File: src/rtl/uart_framer_pkg.sv
// uart_framer_pkg: shared definitions for the UART framer.
//   tx_state_t   - reply FSM states
//   CRC8_POLY    - CRC-8 generator polynomial (x^8 + x^2 + x + 1)
//   CRC8_INIT    - CRC-8 start value for each frame
//   MSGID_BYTES  - number of leading payload bytes that hold the message id
package uart_framer_pkg;

    typedef enum logic [1:0] {
        TX_IDLE = 2'd0,
        TX_LOAD = 2'd1,
        TX_SEND = 2'd2,
        TX_CRC  = 2'd3
    } tx_state_t;

    localparam logic [7:0] CRC8_POLY   = 8'h07;
    localparam logic [7:0] CRC8_INIT   = 8'h00;
    localparam int         MSGID_BYTES = 4;

endpackage

File: src/rtl/uart_framer_crc8.sv
// uart_framer_crc8: combinational CRC-8 step, one byte per call, MSB first.
//   i_crc  - running CRC before this byte
//   i_byte - data byte
//   o_crc  - running CRC after this byte
module uart_framer_crc8
    import uart_framer_pkg::*;
(
    input  logic [7:0] i_crc,
    input  logic [7:0] i_byte,
    output logic [7:0] o_crc
);

    logic [7:0] w_acc;

    always_comb begin
        w_acc = i_crc ^ i_byte;
        for (int b = 0; b < 8; b++) begin
            w_acc = w_acc[7] ? ({w_acc[6:0], 1'b0} ^ CRC8_POLY) : {w_acc[6:0], 1'b0};
        end
        o_crc = w_acc;
    end

endmodule

File: src/rtl/uart_framer.sv
// uart_framer: byte-stream frame receiver with automatic reply transmitter.
//   clk, rst_n    - single clock, asynchronous active-low reset
//   rx_byte/valid - received byte stream (one-cycle strobe per byte)
//   tx_byte/valid/ready - reply byte stream, transfer on valid & ready
//   tx_data       - reply payload, captured when a reply starts
//   rx_data       - payload of the last accepted frame
//   sync          - one-cycle pulse per accepted frame
//   frame_err     - one-cycle pulse per rejected frame
//   err_count     - saturating count of rejected frames
//   pkg_timeout   - high once TIMEOUT cycles pass without an accept
module uart_framer
    import uart_framer_pkg::*;
#(
    parameter int          BUFFER_SIZE = 80,
    parameter logic [31:0] MSGID       = 32'h74697277,
    parameter int          CHECK_MSGID = 1,
    parameter int          USE_CRC     = 1,
    parameter logic [31:0] TIMEOUT     = 32'd4800000,
    parameter logic [31:0] GAP_TIMEOUT = 32'd2400
) (
    input  logic                   clk,
    input  logic                   rst_n,
    input  logic [7:0]             rx_byte,
    input  logic                   rx_valid,
    output logic [7:0]             tx_byte,
    output logic                   tx_valid,
    input  logic                   tx_ready,
    input  logic [BUFFER_SIZE-1:0] tx_data,
    output logic [BUFFER_SIZE-1:0] rx_data,
    output logic                   sync,
    output logic                   frame_err,
    output logic [7:0]             err_count,
    output logic                   pkg_timeout
);

    localparam int NPAY = BUFFER_SIZE / 8;
    localparam int NFRM = NPAY + ((USE_CRC != 0) ? 1 : 0);
    localparam int CW   = $clog2(NFRM + 1);

    // ---------------- RX path ----------------
    logic [CW-1:0]          r_rx_cnt;
    logic [BUFFER_SIZE-1:0] r_shift;
    logic [7:0]             r_rx_crc;
    logic [31:0]            r_gap;
    logic [BUFFER_SIZE-1:0] r_rx_data;
    logic                   r_sync;
    logic                   r_ferr;
    logic [7:0]             r_err_cnt;

    logic                   w_gap_exp;
    logic [CW-1:0]          w_cnt_eff;
    logic                   w_last;
    logic [7:0]             w_rx_crc_in;
    logic [7:0]             w_rx_crc_nxt;
    logic [BUFFER_SIZE-1:0] w_payload;
    logic                   w_id_ok;
    logic                   w_crc_ok;
    logic                   w_accept;
    logic                   w_reject;

    // A partial frame that has idled for GAP_TIMEOUT cycles is dropped; a byte
    // arriving in that same cycle is treated as the first byte of a new frame.
    assign w_gap_exp   = (r_rx_cnt != '0) && (r_gap >= GAP_TIMEOUT);
    assign w_cnt_eff   = w_gap_exp ? '0 : r_rx_cnt;
    assign w_last      = rx_valid && (w_cnt_eff == CW'(NFRM - 1));
    assign w_rx_crc_in = (w_cnt_eff == '0) ? CRC8_INIT : r_rx_crc;

    // Without a CRC byte the final byte is still payload and is not yet in r_shift.
    assign w_payload = (USE_CRC != 0) ? r_shift
                                      : {r_shift[BUFFER_SIZE-9:0], rx_byte};
    assign w_id_ok   = (CHECK_MSGID == 0) ||
                       (w_payload[BUFFER_SIZE-1 -: 8*MSGID_BYTES] == MSGID);
    assign w_crc_ok  = (USE_CRC == 0) || (rx_byte == r_rx_crc);
    assign w_accept  = w_last && w_id_ok && w_crc_ok;
    assign w_reject  = w_last && !(w_id_ok && w_crc_ok);

    uart_framer_crc8 u_rx_crc (
        .i_crc  (w_rx_crc_in),
        .i_byte (rx_byte),
        .o_crc  (w_rx_crc_nxt)
    );

    always_ff @(posedge clk or negedge rst_n) begin
        if (!rst_n) begin
            r_rx_cnt  <= '0;
            r_shift   <= '0;
            r_rx_crc  <= CRC8_INIT;
            r_gap     <= '0;
            r_rx_data <= '0;
            r_sync    <= 1'b0;
            r_ferr    <= 1'b0;
            r_err_cnt <= '0;
        end else begin
            r_sync <= w_accept;
            r_ferr <= w_reject;
            if (rx_valid) begin
                r_gap    <= '0;
                r_rx_cnt <= w_last ? '0 : w_cnt_eff + 1'b1;
                if (w_cnt_eff < CW'(NPAY)) begin
                    r_shift  <= {r_shift[BUFFER_SIZE-9:0], rx_byte};
                    r_rx_crc <= w_rx_crc_nxt;
                end
            end else begin
                if (w_gap_exp) begin
                    r_rx_cnt <= '0;
                end
                r_gap <= ((r_rx_cnt == '0) || w_gap_exp) ? '0 : r_gap + 32'd1;
            end
            if (w_accept) begin
                r_rx_data <= w_payload;
            end
            if (w_reject && (r_err_cnt != 8'hFF)) begin
                r_err_cnt <= r_err_cnt + 8'd1;
            end
        end
    end

    // ---------------- Watchdog ----------------
    logic [31:0] r_wd;
    logic        r_to;

    always_ff @(posedge clk or negedge rst_n) begin
        if (!rst_n) begin
            r_wd <= '0;
            r_to <= 1'b0;
        end else if (w_accept) begin
            r_wd <= '0;
            r_to <= 1'b0;
        end else if (r_wd != TIMEOUT) begin
            r_wd <= r_wd + 32'd1;
            if (r_wd == TIMEOUT - 32'd1) begin
                r_to <= 1'b1;
            end
        end
    end

    // ---------------- TX reply FSM ----------------
    tx_state_t              r_state;
    tx_state_t              w_state_nxt;
    logic [BUFFER_SIZE-1:0] r_tx_buf;
    logic [7:0]             r_tx_crc;
    logic [7:0]             w_tx_crc_nxt;
    logic [CW-1:0]          r_tx_idx;
    logic                   r_pend;
    logic                   w_xfer;
    logic                   w_tx_last;
    logic                   w_more;
    logic                   w_frame_done;

    assign w_xfer       = tx_valid && tx_ready;
    assign w_tx_last    = (r_tx_idx == CW'(NPAY - 1));
    // Another reply is owed if one is pending or an accept lands right now.
    assign w_more       = r_pend || w_accept;
    assign w_frame_done = w_xfer && (((r_state == TX_SEND) && w_tx_last && (USE_CRC == 0)) ||
                                     (r_state == TX_CRC));

    uart_framer_crc8 u_tx_crc (
        .i_crc  (r_tx_crc),
        .i_byte (tx_byte),
        .o_crc  (w_tx_crc_nxt)
    );

    always_ff @(posedge clk or negedge rst_n) begin
        if (!rst_n) begin
            r_state <= TX_IDLE;
        end else begin
            r_state <= w_state_nxt;
        end
    end

    always_comb begin
        w_state_nxt = r_state;
        case (r_state)
            TX_IDLE: if (w_accept) w_state_nxt = TX_LOAD;
            TX_LOAD: w_state_nxt = TX_SEND;
            TX_SEND: begin
                if (w_xfer && w_tx_last) begin
                    if (USE_CRC != 0) w_state_nxt = TX_CRC;
                    else              w_state_nxt = w_more ? TX_LOAD : TX_IDLE;
                end
            end
            TX_CRC:  if (w_xfer) w_state_nxt = w_more ? TX_LOAD : TX_IDLE;
            default: w_state_nxt = TX_IDLE;
        endcase
    end

    always_comb begin
        tx_valid = 1'b0;
        tx_byte  = 8'h00;
        case (r_state)
            TX_SEND: begin
                tx_valid = 1'b1;
                tx_byte  = r_tx_buf[BUFFER_SIZE-1 -: 8];
            end
            TX_CRC: begin
                tx_valid = 1'b1;
                tx_byte  = r_tx_crc;
            end
            default: ;
        endcase
    end

    always_ff @(posedge clk or negedge rst_n) begin
        if (!rst_n) begin
            r_tx_buf <= '0;
            r_tx_crc <= CRC8_INIT;
            r_tx_idx <= '0;
            r_pend   <= 1'b0;
        end else begin
            if (r_state == TX_LOAD) begin
                r_tx_buf <= tx_data;
                r_tx_crc <= CRC8_INIT;
                r_tx_idx <= '0;
            end else if ((r_state == TX_SEND) && w_xfer) begin
                r_tx_buf <= {r_tx_buf[BUFFER_SIZE-9:0], 8'h00};
                r_tx_crc <= w_tx_crc_nxt;
                r_tx_idx <= r_tx_idx + 1'b1;
            end
            // Finishing a frame consumes any owed reply (the FSM goes to LOAD);
            // extra accepts while one is already owed collapse into it.
            if (w_frame_done) begin
                r_pend <= 1'b0;
            end else if (w_accept && (r_state != TX_IDLE)) begin
                r_pend <= 1'b1;
            end
        end
    end

    assign rx_data     = r_rx_data;
    assign sync        = r_sync;
    assign frame_err   = r_ferr;
    assign err_count   = r_err_cnt;
    assign pkg_timeout = r_to;

endmodule

File: config.mk
export PLATFORM = sky130hd
export DESIGN_NAME = uart_framer
export DESIGN_NICKNAME = d
export VERILOG_FILES = /design/src/rtl/uart_framer_pkg.sv /design/src/rtl/uart_framer_crc8.sv /design/src/rtl/uart_framer.sv
export SDC_FILE = /design/constraint.sdc
export NUM_CORES = 1
export LEC_CHECK = 0
export CAP_MARGIN = 25
export CORE_ASPECT_RATIO = 0.7
export CORE_MARGIN = 2
export CORE_UTILIZATION = 40
export DETAILED_ROUTE_END_ITERATION = 12
export SLEW_MARGIN = 20
export SYNTH_ARGS = -nofsm -noshare
export SYNTH_HDL_FRONTEND = slang
export SYNTH_SLANG_ARGS = --single-unit
export TNS_END_PERCENT = 1
File: constraint.sdc
create_clock -name clk -period 3.4 [get_ports clk]
set_input_delay 0.34 -clock clk [delete_from_list [all_inputs] [get_ports clk]]
set_output_delay 0.34 -clock clk [all_outputs]
set_load 0.01 [all_outputs]
==> results of run 1 <==
-- timing repair --
| item | CTS | global route |
|---|---|---|
| setup endpoints to repair | 0 | 9 |
| endpoints found under the hold margin | 91 | 0 |
| gates resized for setup | 0 | 3 |
| buffers inserted | 0 | 3 |
| hold buffers | 1 | 0 |
-- power groups by stage --
stage               sequential [mW]  clock, mW  combinational (mW)
finish                         5.38       4.29                2.81
detailed placement             5.44          0                2.83
global route                   5.48       4.59                3.24
CTS                            5.38       4.40                2.84
floorplan                      5.15          0                2.12
global placement               5.43          0                2.74
-- flip-flops by register name, summed over array words and instances, names as in the netlist --
register,count
r_shift,80
r_gap,32
r_tx_idx,4
r_rx_crc,8
r_pend,1
err_count,8
r_rx_cnt,4
r_tx_buf,80
pkg_timeout,1
r_state,2
r_wd,32
rx_data,80
sync,1
frame_err,1
r_tx_crc,8
-- cells in the final DEF, fill, tap and decap left out, drive strengths merged, types with 17 or more instances in the layout --
master           n
nand2          384
dfrtp          342
clkdlybuf4s50  190
o21ai           97
nor2            96
mux2i           76
xor2            57
mux2            50
clkbuf          50
xnor2           35
buf             30
nand3           27
nand2b          23
nor4            21
conb            20
inv             19
a21oi           17
and2            17
-- critical path: cells and delay by family, from the launching register on --
kind | cells | cell delay [ns]
AOI/OAI and AO/OA | 3 | 0.50
and+or+nand+nor | 4 | 2.10
buffers and inverters | 1 | 0.18
DFF | 1 | 0.37
-- synth_stat cells, types with 5 or more instances --
| cell type | n |
|---|---|
| a21oi_1 | 17 |
| nand4_1 | 11 |
| a211oi_1 | 6 |
| o21ai_0 | 96 |
| mux2i_1 | 76 |
| o22ai_1 | 7 |
| inv_1 | 16 |
| nor3_1 | 10 |
| or3_1 | 5 |
| nor2_1 | 95 |
| ha_1 | 15 |
| and2_1 | 17 |
| nand3_1 | 27 |
| nand2b_1 | 23 |
| xnor2_1 | 35 |
| and3_1 | 13 |
| buf_1 | 12 |
| nor4_1 | 21 |
| clkbuf_1 | 60 |
| xor2_1 | 57 |
| nand4b_1 | 6 |
| mux2_2 | 50 |
| nand3b_1 | 5 |
| nand2_1 | 384 |
| dfrtp_1 | 342 |
-- per-stage QoR --
stage | instance area, um^2 | util
global route | 19100 | 0.514
CTS | 19100 | 0.513
detailed placement | 17800 | 0.477
finish | 19100 | 0.514
floorplan | 15200 | -
global placement | 17800 | 0.477
-- logic make-up after synthesis --
kind of cell	share of synthesized area
buf+inv	0.0235
other cells	0.000248
flops	0.567
fa+ha+maj	0.0124
simple gates	0.190
xor+xnor	0.0564
mux	0.0876
compound gates	0.0628
-- layout make-up --
cell class	instances	area, um^2
flip-flops and latches	342	8560
inverters	16	60.1
fillers	3367	18100
multi-input cells	1059	6310
clock buffers	50	1080
repair buffers	221	2270
diodes	1	2.50
clock inverters	15	219
well taps	488	611
-- path summary, 6_finish.rpt --
kind	to	slack, ns	cells past startpoint
setup / recovery	r_state[0]	0.16	8
hold / removal	r_tx_buf[54]	0.38	3
setup reg to reg	r_state[0]	0.16	8
hold reg to reg	rx_data[74]	0.47	1
max in group asynchronous	r_tx_buf[53]	2.06	3
min in group asynchronous	r_shift[19]	0.43	2
-- layer usage --
layer / vias up / routed length [um] / global-route usage
li1: 5322 / - / -
met1: 5304 / 18200 / 0.285
met5: - / 0 / 0
met3: 36 / 1450 / 0.0355
met2: 187 / 15000 / 0.256
met4: 0 / 466 / 0.0382
==> flow_metrics.py, run 1 <==
metrics = {
    "setup_path": {
        "worst-path-max-fanout": 4,
        "timing.critical_path.slowest_stage_cell": "nor4_1",
        "cp-start-kind": "flop",
        "worst-endpoint-required_ns": 3.84,
        "criticalPathCategory": "flop to flop",
        "critical_path.startpoint": "r_shift[72]",
        "cpPeakStageDelay_ns": 0.65,
        "worst_ep_arrival_time_ns": 3.68,
        "rr_startpoint": "r_shift[72]",
        "cp-end-kind": "flop",
        "cp_cell_sequence": "or4bb_1 > nor4_1 > nand4_1 > or4_4 > a222oi_1 > buf_4 > o21ai_1 > a32oi_1",
    },
    "grt": {
        "grt_usage": 0.181,
        "grt_start_max_net_pins": 98,
        "grt.overflow.total": 0,
        "grt_pass1_vias": 10998,
        "wire_length_of_the_first_global_routing_pass_mm": 58.5,
        "antenna_found_initial": 0,
    },
    "die": {
        "die_x_um": 236,
        "io_pins": 192,
        "design.core.area_um2": 37200,
        "floorplan.die_area_um2": 39400,
        "fp_rows": 59,
        "die-height_um": 167,
        "initial_core_util": 0.406,
    },
    "drt": {
        "drt_pre_antenna_iters": 5,
        "wl_per_cell_um": 16.0,
        "drt_wl_total_mm": 35.1,
        "first_drt_iteration_drcs": 817,
        "viasPerCell": 4.95,
        "routed-via-count": 10849,
        "drc": 0,
        "number_of_routed_nets_with_antenna_violations": 0,
    },
    "pwr": {
        "clock_power_share": 0.343,
        "sequentialPowerShare": 0.431,
        "power_total_mw": 12.5,
        "power_density_nw_per_um2": 653,
        "ir_drop_v": 0.000390,
        "p_switching_mw": 3.83,
        "power.static_leakage_nw": 8.80,
        "p_int_mw": 8.66,
        "combinationalPowerShare": 0.225,
        "p_sw_frac": 0.307,
    },
    "synthesis": {
        "synth.ff_latch_count": 342,
        "yosys_synthesis_warning_count": 0,
        "synthTopCellsByArea": "dfrtp_1 (57%), nand2_1 (9.5%), mux2i_1 (5.0%)",
        "proportion_of_netlist_area_held_by_the_largest_area_contributor": 0.567,
        "synth_seq_area_share": 0.567,
        "synthArstFlopShare": 1.00,
        "yosys.cell_types.count": 65,
        "average_size_of_a_mapped_cell_um2": 10.2,
        "synthesis.instances": 1475,
        "yosys_most_used_dff": "dfrtp_1",
        "synth-edff-count": 0,
        "synth.cell_area_um2": 15100,
        "cell_type_contributing_the_most_total_cell_area_after_synthesis": "dfrtp_1",
    },
    "timing": {
        "period_needed_ns": 3.24,
        "final.hold.worst_slack_ns": 0.377,
        "clock_skew_after_layout_ns": 0.0205,
        "maximum_operating_frequency_mhz": 309,
        "final-max-slew-violation-count": 0,
        "finalCritPeriodShare": 0.952,
        "setup_ws_ns": 0.163,
        "setup_tns_ns": 0,
        "number_of_failing_hold_endpoints_at_the_final_stage": 0,
        "setup_viol_count_final": 0,
        "timing_worst_slew_pin_value_ns": 0.884,
        "worst_slew_margin_rel": 0.395,
    },
    "finish": {
        "flow.area_growth_from_synthesis_pct": 26.6,
        "fraction_of_layout_cells_with_a_size_suffix_above_1": 0.0934,
        "final-instance-count-excl-fill": 2192,
        "nNetsFinal": 1783,
    },
    "placement": {
        "worst_case_setup_slack_after_placement_ns": 0.0835,
        "routabilityCongestion": 0.788,
        "io_buffers": 191,
        "placed_cells_incl_taps": 2122,
        "dp.final_hpwl_mm": 23.5,
    },
    "flow_run": {
        "max_cap_viol_count": 0,
    },
    "clock_network": {
        "clkLatencyLatePin_ns": 0.53,
        "clock_tree_from_tritoncts": "built",
        "htreeDepth": 2,
        "clk_pin_slew_worst_paths_ns": 0.06,
        "cts.sink_count": 342,
        "numCtsBuffers": 36,
        "cts_buffer_depth": 3,
        "cts-root-buf": "clkbuf_16",
    },
    "worst_hold_path": {
        "min_from": "tx_data[54]",
        "hold_path.class": "primary input to flop",
    },
    "run_status": {
        "run_status": "finished clean",
    },
}
No activity file was read; power rests on OpenSTA's default activity.
==> run 2, diff against run 1 <==
- SLEW_MARGIN: 20 -> unset
==> results of run 2 <==
No change in the layout: final DEF, timing and power equal those of run 1.
==> edit, RTL diff (config.mk and constraints of run 2) <==
Set the parameter `BUFFER_SIZE` to 40 (it was 80).
--- a/src/rtl/uart_framer.sv
+++ b/src/rtl/uart_framer.sv
@@ -11,7 +11,7 @@
 module uart_framer
     import uart_framer_pkg::*;
 #(
-    parameter int          BUFFER_SIZE = 80,
+    parameter int          BUFFER_SIZE = 40,
     parameter logic [31:0] MSGID       = 32'h74697277,
     parameter int          CHECK_MSGID = 1,
     parameter int          USE_CRC     = 1,
Interface: changed (resized rx_data and tx_data); port bits go from 192 to 112. No check against the original RTL was run, so the function may have changed too.
==> edit against run 2 <==
- sequential cell count shrank 122
- synthesized area shrank 31%
- first-iteration DRC count shrank 36%
- worst setup slack gained 0.088 ns
- critical path depth grew 2
- cell area shrank 33%
- total power shrank 50%
- combinational power shrank 77%
- fmax grew 2.8%
- worst hold slack gained 0.013 ns
- via count shrank 30%
- sequential share of layout area shrank 2.1 points
- wire length shrank 37%
- critical path type unchanged
- critical endpoint is now err_count[7]
- largest cell class unchanged
- largest power group unchanged
==> edit: results (changes against run 2) <==
crit path max fanout=8 (+4); GRT Overall Usage=0.166 (-0.0150); detailed placement HPWL=15,100 um (-36%); CTS buffer count=24 (-33%); ranking of synthesized cells by area=dfrtp_1 52%, nand2_1 8.7%, xnor2_1 4.2%; Reg2Reg Launch Point=r_gap[7]; vias in the first global route=7,349 (-33%); Port Buffers=111 (-42%); drt first pass iters=7 (+2); # fillers=2,390 (-29%); CP peak stage delay=0.74 ns (+0.09 ns); ANT cells=0 (-1); Async SR Flop Fraction=1.00 (unchanged); Clock Skews=0.0124 ns (-0.00807 ns); Place WS=0.283 ns (+0.199 ns); htree depth=1 (-1); Leak=5.89 nW (-33%); VDD IR max=0.366 mV (-6.1%); share of layout cells above drive strength 1=0.0859 (-0.00746); Iteration-0 DRC Markers=523 (-36%); worst skew pair latency=0.51 ns (-0.02 ns); Commonest cells post-synth=244 x nand2_1, 220 x dfrtp_1, 65 x nor2_1; largest net degree at the start of global routing=96 (-2.0%); gpl congestion=0.758 (-3.8%); worst slew pin tran=0.937 ns (+0.0531 ns); slowest cell on the critical path=or4_1; Yosys cell types=71 (+9.2%); Post-layout nets=1,248 (-30%); arrival time worst endpoint=3.58 ns (-0.10 ns); Post-Route WL=22,200 um (-37%); Post-DP Area=12,000 sq um (-32%); Setup crit end=err_count[7]; Hold Crit Class=input pin to asynchronous set/reset pin; status=finished, final reports clean; via count=7,629 (-30%); sequential element share of the synthesized area=0.525 (-0.0417); first-pass GRT wire length=38,000 um (-35%)
edit: per-layer routing:
metal  share of wire  global-route usage
met5               0                   0
met3           0.038              0.0250
met1            0.52               0.267
met4           0.016              0.0336
met2            0.42               0.234
edit: worst min path at each step:
stage,start,endpoint,slack (ns),depth (start not counted)
2_1_floorplan,rst_n,err_count[0],0.04,0
3_3_place_gp,rst_n,rx_data[4],0.33,1
3_5_place_dp,rst_n,rx_data[4],0.33,1
4_1_cts,tx_data[28],r_tx_buf[28],0.37,3
5_1_grt,tx_data[32],r_tx_buf[32],0.39,3
6_report,rst_n,rx_data[5],0.39,2
edit: power by group:
| part | switching [mW] | internal, mW | total, mW |
|---|---|---|---|
| registers | 0.145 | 2.73 | 2.88 |
| clock network | 1.03 | 1.73 | 2.76 |
| logic | 0.335 | 0.323 | 0.658 |
edit: cells by family (layout without fill, tap and decap cells):
logic type,Yosys count,count (layout),synth area share
and+or+nand+nor,490,490,0.227
DFF,220,220,0.525
AOI/OAI and AO/OA,128,128,0.0781
xor gates and xnor gates,92,92,0.0836
buffers and inverters,80,196,0.0320
muxes,38,38,0.0366
adders and majority gates,15,15,0.0179
other,1,20,0.000358
edit: metrics by stage:
| stage | instances | hold WS (ns) | utilization |
|---|---|---|---|
| 2_1_floorplan | 1083 | 0.0444 | - |
| 3_3_place_gp | 1485 | 0.326 | 0.467 |
| 3_5_place_dp | 1485 | 0.326 | 0.467 |
| 4_1_cts | 1530 | 0.367 | 0.501 |
| 5_1_grt | 1530 | 0.395 | 0.501 |
| 6_report | 1530 | 0.390 | 0.501 |
edit: critical path, delay by kind of cell (launching register included):
family / cells / cell delay [ns]
simple gates: 5 / 1.58
compound gates: 2 / 0.63
buf+inv: 1 / 0.10
xor+xnor: 1 / 0.16
flops: 1 / 0.41
fa+ha+maj: 1 / 0.20
edit: final cells by class:
type	instances	area, sq um	area share
timing repair buffer	132	1310	0.102
tap	331	414	0.0321
clock buffer	32	692	0.0536
clock inverter	12	163	0.0126
multi-input combinational	783	4740	0.367
sequential	220	5510	0.427
inverter	20	75.1	0.00582
edit: what timing repair did:
item | in CTS | in global routing
resized for setup | 0 | 0
hold buffers | 1 | 0
endpoints found under the hold margin | 64 | 0
